### src/rtl/clk_div_ctrl_pkg.sv
// Purpose: shared types and constants for the programmable clock-divider controller.
// Latency: n/a (package only).
// Backpressure: n/a (package only).
package clk_div_ctrl_pkg;

    typedef enum logic [1:0] {
        S_IDLE     = 2'd0,
        S_RUN      = 2'd1,
        S_STOPPING = 2'd2
    } state_e;

    // Smallest legal divisor; anything below is rejected at the config port.
    localparam int DIV_MIN = 1;

    // Width of the optional completed-period counter.
    localparam int PCNT_W = 16;

endpackage

### src/rtl/clk_div_core.sv
// Purpose: half-period counter, q toggle and period-boundary detect for the divider.
// Latency: q is registered; load_strobe/run act on the next clk edge.
// Backpressure: none; follows run/load_strobe every cycle.
//
// Ports:
//   clk, rst       clock and async active-low reset
//   div            active half-period length in clk cycles (>= 1)
//   run            1 = count and toggle, 0 = hold q low with counter cleared
//   load_strobe    start a fresh period: q high, counter at 0
//   q              divided clock (registered)
//   boundary       combinational: last cycle of the low phase
module clk_div_core
    import clk_div_ctrl_pkg::*;
#(
    parameter int WIDTH = 8
) (
    input  logic             clk,
    input  logic             rst,
    input  logic [WIDTH-1:0] div,
    input  logic             run,
    input  logic             load_strobe,
    output logic             q,
    output logic             boundary
);

    logic [WIDTH-1:0] cnt_q, cnt_d;
    logic             q_q, q_d;
    logic             last_cnt;

    always_comb begin
        last_cnt = (cnt_q == (div - WIDTH'(1)));
        boundary = !q_q && last_cnt;
        cnt_d    = cnt_q;
        q_d      = q_q;
        if (!run) begin
            cnt_d = '0;
            q_d   = 1'b0;
        end else if (load_strobe) begin
            cnt_d = '0;
            q_d   = 1'b1;
        end else if (last_cnt) begin
            cnt_d = '0;
            q_d   = !q_q;
        end else begin
            cnt_d = cnt_q + WIDTH'(1);
        end
    end

    always_ff @(posedge clk or negedge rst) begin
        if (!rst) begin
            cnt_q <= '0;
            q_q   <= 1'b0;
        end else begin
            cnt_q <= cnt_d;
            q_q   <= q_d;
        end
    end

    assign q = q_q;

endmodule

### src/rtl/clk_div_ctrl.sv
// Purpose: glitch-free start/stop/reconfigure sequencer for a 50%-duty clock divider.
// Latency: en -> q high in 1 cycle; divisor changes land on the next full-period boundary.
// Backpressure: cfg_ready drops while a divisor is pending and rises the cycle after it applies.
//
// Ports:
//   clk, rst            clock and async active-low reset
//   en                  level run request
//   cfg_valid/cfg_div   divisor offer; transfer on cfg_valid && cfg_ready
//   cfg_ready           controller can take a divisor
//   cfg_err             one-cycle pulse when a zero divisor was taken and dropped
//   q, tick             divided clock and its rising-edge pulse
//   busy                running or finishing the last period
//   period_cnt          saturating completed-period count (only with CLK_DIV_CTRL_CNT_EN)
// Build option: define CLK_DIV_CTRL_CNT_EN to add period_cnt.
module clk_div_ctrl
    import clk_div_ctrl_pkg::*;
#(
    parameter int WIDTH       = 8,
    parameter int DEFAULT_DIV = 4
) (
    input  logic              clk,
    input  logic              rst,
    input  logic              en,
    input  logic              cfg_valid,
    input  logic [WIDTH-1:0]  cfg_div,
    output logic              cfg_ready,
    output logic              cfg_err,
    output logic              q,
    output logic              tick,
`ifdef CLK_DIV_CTRL_CNT_EN
    output logic [PCNT_W-1:0] period_cnt,
`endif
    output logic              busy
);

    state_e           state_q, state_d;
    logic [WIDTH-1:0] div_q, div_d;
    logic [WIDTH-1:0] pend_div_q, pend_div_d;
    logic             pend_q, pend_d;
    logic             tick_q, tick_d;
    logic             cfg_err_q, cfg_err_d;
    logic             cfg_ready_q, cfg_ready_d;
    logic             busy_q, busy_d;

    logic             active;
    logic             bnd;
    logic             xfer;
    logic             load;
    logic             core_boundary;

    clk_div_core #(
        .WIDTH (WIDTH)
    ) u_core (
        .clk         (clk),
        .rst         (rst),
        .div         (div_q),
        .run         (busy_d),
        .load_strobe (load),
        .q           (q),
        .boundary    (core_boundary)
    );

    always_comb begin
        active      = (state_q != S_IDLE);
        // The core flags a boundary even while parked; only trust it when running.
        bnd         = active && core_boundary;
        xfer        = cfg_valid && cfg_ready_q;
        state_d     = state_q;
        div_d       = div_q;
        pend_d      = pend_q;
        pend_div_d  = pend_div_q;
        tick_d      = 1'b0;
        cfg_err_d   = 1'b0;
        load        = 1'b0;

        case (state_q)
            S_IDLE: begin
                // A divisor accepted on the final boundary of a stop has no
                // further period to wait for, so it is applied straight away.
                if (pend_q) begin
                    div_d  = pend_div_q;
                    pend_d = 1'b0;
                end
                if (en) begin
                    state_d = S_RUN;
                    load    = 1'b1;
                    tick_d  = 1'b1;
                end
            end
            S_RUN, S_STOPPING: begin
                if (bnd) begin
                    if (pend_q) begin
                        div_d  = pend_div_q;
                        pend_d = 1'b0;
                    end
                    if (en) begin
                        state_d = S_RUN;
                        tick_d  = 1'b1;
                    end else begin
                        state_d = S_IDLE;
                    end
                end else begin
                    // Mid-period: the phase keeps running either way, en only
                    // decides whether this period is the last one.
                    state_d = en ? S_RUN : S_STOPPING;
                end
            end
            default: state_d = S_IDLE;
        endcase

        // pend_q blocks cfg_ready, so this never collides with an apply above.
        if (xfer) begin
            if (cfg_div < WIDTH'(DIV_MIN)) begin
                cfg_err_d = 1'b1;
            end else if (!active) begin
                div_d = cfg_div;
            end else begin
                pend_d     = 1'b1;
                pend_div_d = cfg_div;
            end
        end

        cfg_ready_d = !pend_d;
        busy_d      = (state_d != S_IDLE);
    end

    always_ff @(posedge clk or negedge rst) begin
        if (!rst) begin
            state_q     <= S_IDLE;
            div_q       <= WIDTH'(DEFAULT_DIV);
            pend_q      <= 1'b0;
            pend_div_q  <= '0;
            tick_q      <= 1'b0;
            cfg_err_q   <= 1'b0;
            cfg_ready_q <= 1'b1;
            busy_q      <= 1'b0;
        end else begin
            state_q     <= state_d;
            div_q       <= div_d;
            pend_q      <= pend_d;
            pend_div_q  <= pend_div_d;
            tick_q      <= tick_d;
            cfg_err_q   <= cfg_err_d;
            cfg_ready_q <= cfg_ready_d;
            busy_q      <= busy_d;
        end
    end

    assign tick      = tick_q;
    assign cfg_err   = cfg_err_q;
    assign cfg_ready = cfg_ready_q;
    assign busy      = busy_q;

`ifdef CLK_DIV_CTRL_CNT_EN
    logic [PCNT_W-1:0] pcnt_q, pcnt_d;

    always_comb begin
        pcnt_d = pcnt_q;
        if (load) begin
            pcnt_d = '0;
        end else if (bnd && (pcnt_q != {PCNT_W{1'b1}})) begin
            pcnt_d = pcnt_q + PCNT_W'(1);
        end
    end

    always_ff @(posedge clk or negedge rst) begin
        if (!rst) begin
            pcnt_q <= '0;
        end else begin
            pcnt_q <= pcnt_d;
        end
    end

    assign period_cnt = pcnt_q;
`endif

endmodule

### config.mk
export PLATFORM = sky130hd
export DESIGN_NAME = clk_div_ctrl
export DESIGN_NICKNAME = d
export VERILOG_FILES = /design/src/rtl/clk_div_ctrl_pkg.sv /design/src/rtl/clk_div_core.sv /design/src/rtl/clk_div_ctrl.sv
export SDC_FILE = /design/constraint.sdc
export NUM_CORES = 1
export LEC_CHECK = 0
export CAP_MARGIN = 20
export CORE_UTILIZATION = 25
export CTS_CLUSTER_SIZE = 12
export DETAILED_ROUTE_END_ITERATION = 16
export PLACE_DENSITY = 0.5
export SYNTH_ARGS = -nofsm -noshare
export SYNTH_HDL_FRONTEND = slang
export SYNTH_SLANG_ARGS = --single-unit
### constraint.sdc
create_clock -name clk -period 4.8 [get_ports clk]
set_input_delay 0.96 -clock clk [delete_from_list [all_inputs] [get_ports clk]]
set_output_delay 0.96 -clock clk [all_outputs]
set_load 0.02 [all_outputs]
==> metrics.md, run 1 <==
| Metric | Value |
|---|---|
| Outcome | `completed` |
| Synth top area cells | `dfrtp_1 33%, mux2_2 10%, nand3_1 5.1%` |
| Ant. Diodes | `0` |
| Mapped Area | `2250 µm²` |
| Resized cells post-CTS | `0` |
| Post-DR wirelength/cell | `~15 µm` |
| Commonest non-fill, non-tap cell in the layout | `dfrtp_1` |
| Placed inst area | `2480 µm²` |
| Clk_lat worst skew | `~0.28 ns` |
| Via count | `1859` |
| Initial core utilization | `approximately a quarter` |
| Leak | `~0.001 µW` |
| Hold EP | `pend_div_q[7]` |
| Routed Wire Length | `between 5 and 6 mm` |
| Setup bufs post-CTS | `0` |
| Die Wd | `96.8 µm` |
| Worst r2r src | `div_q[0]` |
| Die height | `approximately 97 µm` |
| Rel. slew slack | `around 28%` |
| Critical-path cell list | `clkdlybuf4s50_1, nor4_2, a211o_1, nor2_1, a311o_1, or4_1, nand3_1` |
| Core Area | `roughly 8700 µm²` |
| Clk slew on worst S/H paths | `0.07 ns` |
| Unrepaired setup endpoints after global routing | `false` |
| Synth warn | `0` |
| DRT antenna net count | `0` |
| Fmax | `around 320 MHz` |
| DIE AREA | `between 9000 and 10000 µm²` |
| Share of layout cells above drive strength 1 | `around 17%` |
| Leading area contributor after synthesis | `dfrtp_1` |
| Syn_area_per_cell | `between 9 and 10 µm²` |
| Inserted Clock Buffers | `5` |
| Async S/R FF share, synth | `100%` |
| First-pass GRT wire length | `roughly 10 mm` |
| Final setup TNS | `0 ns` |
| Synth Net Count | `262` |
| CTS tree | `yes` |
| Clock skew | `0.00860 ns` |
| Cell Rows | `34` |
| Initial antenna violation count | `0` |
| Endpoint class of the critical path | `flip-flop` |
| Clock period minus worst slack | `~3 ns` |
| Final worst path period share | `about 64%` |
| Hold_buf cts | `0` |
| R2r endpoint | `u_core.q` |
| Overall Global Routing Usage | `about an eighth` |
| Sequential share of the synthesized area | `between 30 and 40%` |
| Initial drt markers | `roughly 150` |
| Predominant post-synthesis flop cell | `dfrtp_1` |
| Slew @ Worst Pin | `between 1 and 1.5 ns` |
| Clock Sinks | `32` |
| Most frequent cells in the layout | `30 x dfrtp_1, 23 x nor2_1, 23 x nand3_1, 22 x nand2_1, 20 x mux2_2` |
| Max_cap viols | `0` |
| Arrival time worst endpoint | `3.32 ns` |
| Final nets | `~270` |
| Hold Startpoint | `pend_div_q[7]` |
| Largest net degree at the start of global routing | `33` |
| Post-synth EDFFs | `0` |
| CP max FO | `10` |
| Avg Vias per Cell | `5.07` |
| First-pass DRT Iterations | `4` |
| Htree depth | `2` |
| Gate Count Post-Synth | `246` |
| Post-synth cell types | `50` |
| Reg2Reg Depth | `7` |
| DRC errors left | `0` |
| Final setup fails | `0` |
| Power per Cell Area | `between 600 and 700 nW/µm²` |
| Final hold violations | `0` |
| Crit path largest cell delay | `about 0.47 ns` |
| Crit Path Class | `in2reg` |
| Worst Hold Depth | `1` |
| Top-area cell type share of the netlist area | `33.4%` |
| CP max-delay cell | `nor4_2` |
| Routability Congestion | `just over 0.7` |
| Clock Tree Buf Depth | `2` |
| I/O pin total | `17` |
| Area grow syn2layout | `14.4%` |
| Port Buffers | `16` |
| Fin area | `~2600 µm²` |
| Vias in the first global route | `about 2000` |
| Min-delay worst type | `reg2reg` |
| Max-slew violations | `0` |
| Startpoint types | `primary input` |
| Seq cells post-synth | `32` |
| Setup crit start | `cfg_div[3]` |
| Worst EP required | `between 5 and 6 ns` |
| Flop-to-flop setup slack | `around 2.1 ns` |
| Dpl hpwl | `around 3.8 mm` |
| Clk root buf | `clkbuf_8` |
| Peak supply drop | `roughly 0.19 mV` |
| GRT overflow | `0` |
logic make-up (layout without fill, tap and decap cells):
logic type | after synthesis | after routing | share of synthesized area, %
AND/OR/NAND/NOR | 106 | 106 | 25.2
AO/OA/AOI/OAI | 48 | 48 | 15.8
flip-flops | 32 | 32 | 35.7
multiplexers | 22 | 22 | 10.9
buffers and inverters | 19 | 32 | 4.01
XOR/XNOR | 15 | 15 | 6.18
adder cells (fa/ha/maj) | 4 | 4 | 2.23
routing by layer:
layer	global-route usage, %	share of wire (%)	vias to the layer above
met5	0	0	-
met4	3.56	0.64	0
met3	1.88	3.3	2
met2	20.3	46	45
met1	17.8	50	900
li1	-	-	912
registers in the layout, indices dropped and copies added, names as in the netlist:
register,cells
pend_div_q,8
state_q,2
u_core.cnt_q,8
cfg_ready,1
div_q,8
tick,1
cfg_err,1
busy,1
u_core.q,1
pend_q,1
worst max-delay path, delay by kind of cell:
kind                   cells  cell delay (ns)
AND/OR/NAND/NOR            4             1.08
AO/OA/AOI/OAI              2             0.82
buffers and inverters      1             0.45
metrics by stage:
stage,hold WS (ns),total power [µW],worst slack [ns],utilization (%),instances
floorplan,0.475,1210,2.29,-,246
global placement,0.487,1410,1.52,28.4,359
detailed placement,0.494,1420,1.44,28.4,359
CTS,0.514,1650,1.74,29.5,367
global route,0.537,1800,1.56,29.5,367
finish,0.511,1640,1.71,29.5,367
cell usage after synthesis, types with 2 or more instances:
master    number
or3_1          7
a31oi_1        2
a211oi_1       7
inv_1          7
nand2b_1       5
dfrtp_1       30
a311o_1        2
buf_2          3
dfstp_2        2
a21o_1         3
mux2i_1        2
nor3_1         3
ha_1           4
buf_4          2
nor4_2         3
and3_1         9
clkbuf_1       5
xnor2_1       12
xor2_1         2
a21oi_1        4
nand3_1       23
o21ai_0       19
nor2_1        23
nand2_1       22
mux2_2        20
final cells by class:
type	instances	area, µm²
Fill cell	900	6150
Multi-Input combinational cell	195	1350
Sequential cell	32	803
Timing Repair Buffer	16	155
Tap cell	108	135
Clock buffer	7	86.3
Inverter	8	30.0
Clock inverter	1	7.51
report_power, final:
group          leakage, µW  internal, µW  total [µW]  switching [µW]
combinational     0.000554           393         907             513
clock            0.0000445           117         223             107
sequential        0.000397           381         509             128
how the worst max path moves through the flow:
| stage | endpoint | slack [ns] | depth (start not counted) |
|---|---|---|---|
| finish | div_q[5] | 1.71 | 7 |
| global route | div_q[5] | 1.56 | 7 |
| CTS | div_q[5] | 1.74 | 7 |
| detailed placement | div_q[5] | 1.44 | 7 |
| global placement | div_q[5] | 1.52 | 7 |
| floorplan | div_q[5] | 2.29 | 7 |
Power figures use the tool's default switching activity.
==> run 2, diff against run 1 <==
==> constraint.sdc (replaced) <==
create_clock -name clk -period 2.99 [get_ports clk]
set_input_delay 0.598 -clock clk [delete_from_list [all_inputs] [get_ports clk]]
set_output_delay 0.598 -clock clk [all_outputs]
set_load 0.02 [all_outputs]
==> run 2 against run 1 <==
  * Wire length increased by 2.7%
  * Clock-buffer cell count unchanged
  * Clock skew fell by 0.0014 ns
  * Largest power group unchanged
  * Critical endpoint is now div_q[1]
  * Register-to-register slack lost 1.6 ns
  * Sequential power rose by 61%
  * Combinational power grew 65%
  * Critical path depth rose by 1
  * First-iteration DRC count down 38%
  * Core utilization increased by 0.98 points
==> metrics.md, run 2 (synthesized netlist as in run 1, its figures left out) <==
| Metric | Value |
|---|---|
| Outcome | `completed` |
| Most frequent cells in the layout | `30 x dfrtp_1, 23 x nor2_1, 23 x nand3_1, 22 x nand2_1, 20 x mux2_2` |
| Die Wd | `96.8 µm (unchanged)` |
| CP max FO | `6 (-4)` |
| Clk_lat worst skew | `0.29 ns (about the same)` |
| Internal power | `1590 µW (+78%)` |
| Dpl hpwl | `4.01 mm (+6.0%)` |
| Worst r2r src | `div_q[0]` |
| Clk slew on worst S/H paths | `0.08 ns (about the same)` |
| Fmax | `about 400 MHz` |
| Commonest non-fill, non-tap cell in the layout | `dfrtp_1` |
| Avg Vias per Cell | `5.05 (-0.34%)` |
| Routed Wire Length | `5.66 mm (+2.7%)` |
| Total power | `2800 µW (+71%)` |
| Via count | `1888 (+1.6%)` |
| DRT antenna net count | `0 (unchanged)` |
| Max-slew violations | `0 (unchanged)` |
| Fill count | `911 (+1.2%)` |
| CTS tree | `yes` |
| Power per Cell Area | `1050 nW/µm² (+65%)` |
| Final nets | `281 (+2.6%)` |
| Ant. Diodes | `0 (unchanged)` |
| Worst EP required | `3.15 ns (-1.87 ns)` |
| Arrival time worst endpoint | `2.72 ns (-0.60 ns)` |
| Port Buffers | `16 (unchanged)` |
| Die height | `96.8 µm (unchanged)` |
| DIE AREA | `9370 µm² (unchanged)` |
| First-pass GRT wire length | `9.78 mm (-0.49%)` |
| Cell total after placement | `366 (+1.9%)` |
| Final hold violations | `0 (unchanged)` |
| Initial antenna violation count | `0 (unchanged)` |
| GRT overflow | `0 (unchanged)` |
| Startpoint types | `primary input` |
| Hold slack | `0.390 ns (-0.122 ns)` |
| Clock period minus worst slack | `approximately 2.6 ns` |
| Leak | `0.00105 µW (+5.2%)` |
| Net Sw Frac | `43.3% (-2.3 points)` |
| First-pass DRT Iterations | `4 (unchanged)` |
| Largest net degree at the start of global routing | `33 (unchanged)` |
| Biggest regs | `div_q: 8 flops, pend_div_q: 8 flops, u_core.cnt_q: 8 flops` |
| Slew @ Worst Pin | `0.782 ns (-0.297 ns)` |
| Max_cap viols | `0 (unchanged)` |
| Fin area | `2660 µm² (+3.3%)` |
| Peak supply drop | `0.238 mV (+24%)` |
| Final setup TNS | `0 ns (unchanged)` |
| Fin cells | `374 (+1.9%)` |
| Clock skew | `0.00715 ns (-0.00145 ns)` |
| Net Sw Power | `1210 µW (+62%)` |
| Inserted Clock Buffers | `5 (unchanged)` |
| Final setup fails | `0 (unchanged)` |
| Share of layout cells above drive strength 1 | `19.2% (+2.6 points)` |
| Endpoint class of the critical path | `flip-flop` |
| Initial core utilization | `25.8% (unchanged)` |
| Clock power frac | `17.0% (+3.4 points)` |
| Overall Global Routing Usage | `12.7% (-0.023 points)` |
| Unrepaired setup endpoints after global routing | `false` |
| Crit Path Class | `in2reg` |
| Min-delay worst type | `in2async` |
| Final worst path period share | `between 80% and 90%` |
| Post-DR wirelength/cell | `15.1 µm (+0.78%)` |
| Area grow syn2layout | `18.2%` |
| Clock Sinks | `32 (unchanged)` |
| Cell Rows | `34 (unchanged)` |
| Hold_buf cts | `0 (unchanged)` |
| Rel. slew slack | `47.8% (+20 points)` |
| Logic pwr share | `53.7% (-1.6 points)` |
| Placed inst area | `2530 µm² (+2.1%)` |
| Resized cells post-CTS | `0 (unchanged)` |
| Setup bufs post-CTS | `0 (unchanged)` |
| Clock Tree Buf Depth | `2 (unchanged)` |
| Clk root buf | `clkbuf_8` |
| Seq pwr share | `29.3% (-1.7 points)` |
| Initial drt markers | `90 (-38%)` |
| I/O pin total | `17 (unchanged)` |
| Core Area | `8720 µm² (unchanged)` |
| Vias in the first global route | `1924 (-2.8%)` |
| Htree depth | `2 (unchanged)` |
| Setup crit start | `cfg_div[3]` |
| DRC errors left | `0 (unchanged)` |
| Routability Congestion | `0.772 (+7.4%)` |
[run 2: cell count changes in the layout (fill, tap and decap cells not counted), sizes merged]
| cell | delta |
|---|---|
| bufinv | +1 |
| clkinvlp | -1 |
| buf | +7 |
[run 2: final cells by class]
| type | instances | area (µm²) | area share, % |
|---|---|---|---|
| sequential | 32 | 803 | 30.2 |
| timing repair buffer | 23 | 208 | 7.82 |
| tap | 108 | 135 | 5.09 |
| inverter | 8 | 30.0 | 1.13 |
| multi-input combinational | 195 | 1350 | 51.0 |
| clock inverter | 1 | 30.0 | 1.13 |
| clock buffer | 7 | 96.3 | 3.63 |
[run 2: worst paths after layout]
check                                end  slack, ns  cells past startpoint
hold / removal             pend_div_q[7]       0.39                      1
hold reg to reg            pend_div_q[7]       0.51                      1
min in group clk           pend_div_q[7]       0.51                      1
setup reg to reg                div_q[1]       0.55                      8
setup / recovery                div_q[1]       0.43                      8
max in group asynchronous  pend_div_q[3]       2.11                      1
[run 2: worst max-delay path: stages]
cell             delay, ns
clkdlybuf4s50_1       0.47
nor4_2                0.49
a211o_1               0.29
buf_4                 0.19
mux2_2                0.35
and3_1                0.18
o21ai_0               0.06
nand3_1               0.10
[run 2: through the flow]
stage / utilization, % / setup slack [ns]
global route: 30.5 / 0.310
floorplan: - / 0.843
finish: 30.5 / 0.428
detailed placement: 29.0 / 0.140
CTS: 30.5 / 0.452
global placement: 29.0 / 0.164
[run 2: per-layer routing]
layer  track usage, %  wire length, µm  up-vias
met5                0                0        -
met4             3.90               51        0
met3             2.17              226        5
met2             20.6             2590       31
met1             17.2             2790      937
li1                 -                -      915
[run 2: power groups by stage]
stage	Combinational [µW]	Sequential (µW)	Clock [µW]
detailed placement	1510	828	0
finish	1500	820	477
CTS	1520	823	487
global placement	1490	829	0
global route	1690	848	508
floorplan	1180	767	0
